<file path="config.mk">
export PLATFORM = sky130hd
export DESIGN_NAME = overture_cpu_seq
export DESIGN_NICKNAME = d
export VERILOG_FILES = /design/src/rtl/overture_cpu_pkg.sv /design/src/rtl/overture_prog_mem.sv /design/src/rtl/overture_cpu_seq.sv
export SDC_FILE = /design/constraint.sdc
export NUM_CORES = 1
export LEC_CHECK = 0
export BUFFER_PORTS_ARGS = -buffer_cell sky130_fd_sc_hd__buf_4
export CELL_PAD_IN_SITES_DETAIL_PLACEMENT = 1
export CELL_PAD_IN_SITES_GLOBAL_PLACEMENT = 2
export CORE_MARGIN = 10
export CORE_UTILIZATION = 37
export CTS_BUF_LIST = sky130_fd_sc_hd__clkbuf_4
export DETAILED_ROUTE_END_ITERATION = 6
export PLACE_DENSITY = 0.64
export SYNTH_ARGS = -nofsm -noshare
export SYNTH_HDL_FRONTEND = slang
export SYNTH_SLANG_ARGS = --single-unit
</file>
<file path="constraint.sdc">
create_clock -name clk -period 8.49 [get_ports clk]
set_input_delay 0 -clock clk [delete_from_list [all_inputs] [get_ports clk]]
set_output_delay 0 -clock clk [all_outputs]
set_load 0.005 [all_outputs]
</file>
<file path="src/rtl/overture_cpu_pkg.sv">
// overture_cpu_pkg: opcode encoding and an instruction-word builder for the Overture accumulator CPU
package overture_cpu_pkg;
  localparam int OP_W = 3;
  typedef enum logic [OP_W-1:0] {
    OP_NOP, OP_LOADI, OP_ADDI, OP_SUBI, OP_JMP, OP_JZ, OP_OUT, OP_HALT
  } opcode_e;
  function automatic logic [34:0] instr_word(opcode_e op, logic [31:0] imm, int unsigned data_w = 8);
    return (35'(op) << data_w) | (35'(imm) & ((35'd1 << data_w) - 35'd1));
  endfunction
endpackage

</file>
<file path="src/rtl/overture_prog_mem.sv">
// overture_prog_mem: program store with one synchronous write port and one asynchronous read port
module overture_prog_mem #(
  parameter int DEPTH = 16,
  parameter int W = 11,
  parameter int AW = 4
) (
  input  logic          clk,
  input  logic          i_we,
  input  logic [AW-1:0] i_waddr,
  input  logic [W-1:0]  i_wdata,
  input  logic [AW-1:0] i_raddr,
  output logic [W-1:0]  o_rdata
);
  logic [W-1:0] r_mem [DEPTH];
  always_ff @(posedge clk) if (i_we) r_mem[i_waddr] <= i_wdata;
  assign o_rdata = r_mem[i_raddr];
endmodule

</file>
<file path="src/rtl/overture_cpu_seq.sv">
// overture_cpu_seq: single-issue accumulator CPU executing one instruction per enabled clock
module overture_cpu_seq
  import overture_cpu_pkg::*;
#(
  parameter  int DATA_W = 8,
  parameter  int PROG_DEPTH = 16,
  localparam int PC_W = $clog2(PROG_DEPTH)
) (
  input  logic                   clk,
  input  logic                   reset,
  input  logic                   run,
  input  logic                   step,
  input  logic                   prog_we,
  input  logic [PC_W-1:0]        prog_addr,
  input  logic [OP_W+DATA_W-1:0] prog_data,
  output logic [PC_W-1:0]        pc,
  output logic [DATA_W-1:0]      acc,
  output logic                   carry,
  output logic                   zero,
  output logic [DATA_W-1:0]      out_data,
  output logic                   out_valid,
  output logic                   halted
);
  logic [PC_W-1:0]        r_pc, w_pc_nxt, w_pc_inc;
  logic [DATA_W-1:0]      r_acc, w_acc_nxt, r_out, w_out_nxt, w_imm;
  logic                   r_carry, w_carry_nxt, r_valid, w_valid_nxt, r_halted, w_halted_nxt;
  logic                   w_exec;
  logic [OP_W+DATA_W-1:0] w_instr;
  logic [DATA_W:0]        w_sum, w_diff;
  opcode_e                w_op;

  overture_prog_mem #(.DEPTH(PROG_DEPTH), .W(OP_W+DATA_W), .AW(PC_W)) u_mem (
    .clk(clk), .i_we(prog_we), .i_waddr(prog_addr), .i_wdata(prog_data),
    .i_raddr(r_pc), .o_rdata(w_instr)
  );

  assign w_op     = opcode_e'(w_instr[OP_W+DATA_W-1:DATA_W]);
  assign w_imm    = w_instr[DATA_W-1:0];
  assign w_exec   = !r_halted && (run || step);
  assign w_pc_inc = r_pc + PC_W'(1);
  assign w_sum    = {1'b0, r_acc} + {1'b0, w_imm};
  // the MSB of the extended difference is the borrow, i.e. imm > acc
  assign w_diff   = {1'b0, r_acc} - {1'b0, w_imm};

  always_comb begin
    w_pc_nxt     = r_pc;
    w_acc_nxt    = r_acc;
    w_carry_nxt  = r_carry;
    w_out_nxt    = r_out;
    w_valid_nxt  = 1'b0;
    w_halted_nxt = r_halted;
    if (w_exec) begin
      w_pc_nxt = w_pc_inc;
      case (w_op)
        OP_NOP:   ;
        OP_LOADI: w_acc_nxt = w_imm;
        OP_ADDI:  {w_carry_nxt, w_acc_nxt} = w_sum;
        OP_SUBI:  {w_carry_nxt, w_acc_nxt} = w_diff;
        OP_JMP:   w_pc_nxt = w_imm[PC_W-1:0];
        OP_JZ:    w_pc_nxt = (r_acc == '0) ? w_imm[PC_W-1:0] : w_pc_inc;
        OP_OUT:   begin w_out_nxt = r_acc; w_valid_nxt = 1'b1; end
        OP_HALT:  begin w_pc_nxt = r_pc; w_halted_nxt = 1'b1; end
      endcase
    end
  end

  always_ff @(posedge clk) begin
    if (reset) begin
      r_pc     <= '0;
      r_acc    <= '0;
      r_carry  <= 1'b0;
      r_out    <= '0;
      r_valid  <= 1'b0;
      r_halted <= 1'b0;
    end else begin
      r_pc     <= w_pc_nxt;
      r_acc    <= w_acc_nxt;
      r_carry  <= w_carry_nxt;
      r_out    <= w_out_nxt;
      r_valid  <= w_valid_nxt;
      r_halted <= w_halted_nxt;
    end
  end

  assign pc        = r_pc;
  assign acc       = r_acc;
  assign carry     = r_carry;
  assign zero      = (r_acc == '0);
  assign out_data  = r_out;
  assign out_valid = r_valid;
  assign halted    = r_halted;
endmodule

</file>
==> results.md <==
* Top FF cell, synth: edfxtp_1
* Die X-Extent at 172 µm
* Worst hold path cell count at 2
* CTS H-tree lvls at 2
* PnR Total Power at about 3100 µW
* Critical path data required time at 9.05 ns
* Hold_sp: prog_data[8]
* Die Height at around 170 µm
* Switching Share at about a third
* IO Pins at 44
* Post-synthesis instance area at 0.00856 mm²
* Setup-failing EPs final at 0
* Yosys warnings at 0
* Post-CTS sizing at 0
* First-pass DRT Iterations at 4
* Final HPWL DP at about 13 mm
* Internal Power at 2080 µW
* Nets at between 600 and 700
* Area delta synth->final at 18.2%
* Yosys cell types at 52
* Placed Cells at between 800 and 900
* Critical Path Fanout Max at between 40 and 50
* Fillcell total at around 2200
* Post-Route WL at 20.4 mm
* Placement Setup Slack at about 4.4 ns
* GP Congestion at approximately 0.8
* Vias per cell at 5.22
* Die area at approximately 0.030 mm²
* Sum of negative setup slack at 0 ns
* Clk_lat worst skew at slightly below 0.7 ns
* Port-buffer cells at 43
* Crit path time final at approximately 4 ns
* Vias in the first global route at about 5300
* Share of layout cells above drive strength 1 at between 30% and 40%
* Syn_area_per_cell at ~18 µm²
* DRC viols at 0
* Fin worst setup slack at approximately 4.5 ns
* Crit path kind: reg2reg
* Fin Clk Skew at approximately 0.05 ns
* Max-cap check violation count at 0
* Worst Hold Path EP: u_mem.r_mem[7][8]$_DFFE_PP_
* Final core occ at about 45%
* Mapped Cells at 486
* TritonCTS Buffers at 52
* Syn Nets at about 530
* Logic gate share of total power at 34.6%
* Worst slew pin tran at between 1 and 1.5 ns
* Power share of the sequential group at roughly two fifths
* LEAKAGE at ~0.0036 µW
* Most frequent cells in the layout: edfxtp_1 (176), clkbuf_4 (69), buf_4 (54)
* Sw Pwr at between 1000 and 1500 µW
* Via count at around 4800
* Worst rel slew slack at between 20 and 30%
* Post-synth EDFFs at around 180
* Nature of the critical path endpoint: flip-flop
* Initial antenna violation count at 1
* Wire per inst at 22.2 µm
* RR Endpoint: acc[6]$_SDFFE_PP0P_
* Number of hold violations in the final report at 0
* Layout Cells excl Fill at roughly 920
* Slew Limit Fails at 0
* Asr flop ratio synth at 0%
* GRT overflow at 0
* Fin crit share at between 40% and 50%
* Outcome: complete, no violations
* Post-route antenna net violation count at 0
* R2r setup slk at approximately 4.5 ns
* Hold Crit Class: in2reg
* Commonest non-fill, non-tap cell in the layout: edfxtp_1
* Largest net degree at the start of global routing at 44
* Standard-cell rows at 55
* Highest ir drop seen on vdd at about 0.14 mV
* CTS Root Cell: clkbuf_4
* Cell Pwr Density at between 300 and 400 mW/mm²
* First-pass GRT wire length at between 30 and 40 mm
* Sinks on Clock Net at roughly 200
* CTS tree: built
* Seq/Total Area, Yosys at 68.0%
* FMAX at around 250 MHz
* Initial Util at 37.7%
* Critical Path Start Type: flip-flop
* CORE AREA at roughly 0.023 mm²
* Initial DRC Count at roughly 300
* FF+latch count, synth at between 200 and 250
* Depth of the worst register-to-register path at 13
* Worst Path Arrival at between 4 and 5 ns
* GRT Total Usage at 14.0%
* Clock-pin slew on the worst setup and hold paths at ~0.070 ns
* RSZ-0062 raised after global routing: false
* CTS Buffer Depth at 3
* Clock power frac at approximately 27%
[power by group through the flow]
stage / clock, µW / combinational [µW] / sequential (µW)
3_3_place_gp: 0 / 1070 / 1220
4_1_cts: 871 / 1100 / 1200
6_report: 834 / 1080 / 1200
5_1_grt: 914 / 1200 / 1210
2_1_floorplan: 0 / 829 / 1190
3_5_place_dp: 0 / 1090 / 1220
[state kept, by name (all words and copies together) (netlist names), named ones only]
register and count:
u_mem.r_mem 176, acc 8, out_data 8, pc 4, carry 1, halted 1
out_valid 1
[cell type report]
cell class,instances,area [µm²],share of cell area (%)
Inverter,17,63.8,0.630
Timing Repair Buffer,77,636,6.28
Clock buffer,69,518,5.12
Multi-Input combinational cell,246,2570,25.4
Clock inverter,21,145,1.43
Sequential cell,203,5830,57.6
Antenna cell,1,2.50,0.0247
Tap cell,285,357,3.52
[logic make-up after synthesis]
logic type,count (synthesis),share of synthesized area [%]
flops,203,68.0
simple gates,82,4.51
mux,73,16.2
compound gates,63,4.79
buf+inv,37,2.45
fa+ha+maj,22,3.39
xor+xnor,6,0.614
[worst max-delay path by stage]
stage                                      to  slack [ns]  cells past startpoint       from
after floorplan           acc[6]$_SDFFE_PP0P_        4.91                     15  flip-flop
after detailed placement  acc[6]$_SDFFE_PP0P_        4.44                     13  flip-flop
after CTS                 acc[6]$_SDFFE_PP0P_        4.41                     13  flip-flop
final                     acc[6]$_SDFFE_PP0P_        4.46                     13  flip-flop
after global routing      acc[6]$_SDFFE_PP0P_        4.10                     13  flip-flop
after global placement    acc[6]$_SDFFE_PP0P_        4.48                     13  flip-flop
[cells in the mapped netlist, types with 2 or more instances]
cell	n	share of area [%]
nor2b_1	4	0.29
a22oi_1	3	0.26
o22ai_1	6	0.44
mux4_2	49	13
mux4_1	2	0.61
a21o_1	2	0.18
edfxtp_1	176	62
o21ai_1	3	0.18
mux2_2	2	0.26
o21bai_1	3	0.26
mux2i_1	18	2.1
ha_1	20	2.9
nand2b_1	4	0.29
xor2_1	3	0.31
nand2_1	11	0.48
a31oi_1	2	0.15
or4_1	2	0.18
buf_6	4	0.53
nand3_1	6	0.35
fa_1	2	0.47
nor2_1	39	1.7
nor3_1	7	0.41
buf_2	5	0.29
nand3b_1	3	0.26
buf_4	4	0.35
dfxtp_1	27	6.3
clkbuf_1	5	0.22
xnor2_1	3	0.31
o21ai_0	8	0.47
inv_1	15	0.66
a21oi_1	17	0.99
a211oi_1	11	0.96
[per-stage QoR]
stage | hold slack [ns] | instance area [µm²]
final | 0.159 | 10100
after global routing | 0.126 | 10100
after CTS | 0.0867 | 10100
after detailed placement | 0.306 | 9230
after global placement | 0.290 | 9230
after floorplan | 0.0728 | 8560
[worst max-delay path: stages, from the launching register on]
cell      delay (ns)
dfxtp_2         0.32
buf_4           0.65
mux4_2          0.60
mux4_2          0.55
ha_1            0.24
fa_1            0.42
nor2b_1         0.16
o21bai_1        0.16
a21oi_1         0.10
o21bai_1        0.17
nand2_1         0.07
o22ai_1         0.16
xor2_1          0.08
a211oi_1        0.23
[routing by layer]
metal | GRT usage [%] | up-vias | share of wire, %
met3 | 2.85 | 38 | 5.6
met2 | 23.0 | 144 | 49
met4 | 5.88 | 0 | 2.3
li1 | - | 2192 | -
met1 | 17.7 | 2427 | 43
met5 | 0 | - | 0
[repair_timing]
item / 4_1_cts / 5_1_grt
hold buffers: 23 / 0
hold endpoints to repair: 279 / 0
buffers inserted: 0 / 0
(Power assumes the default switching activity.)
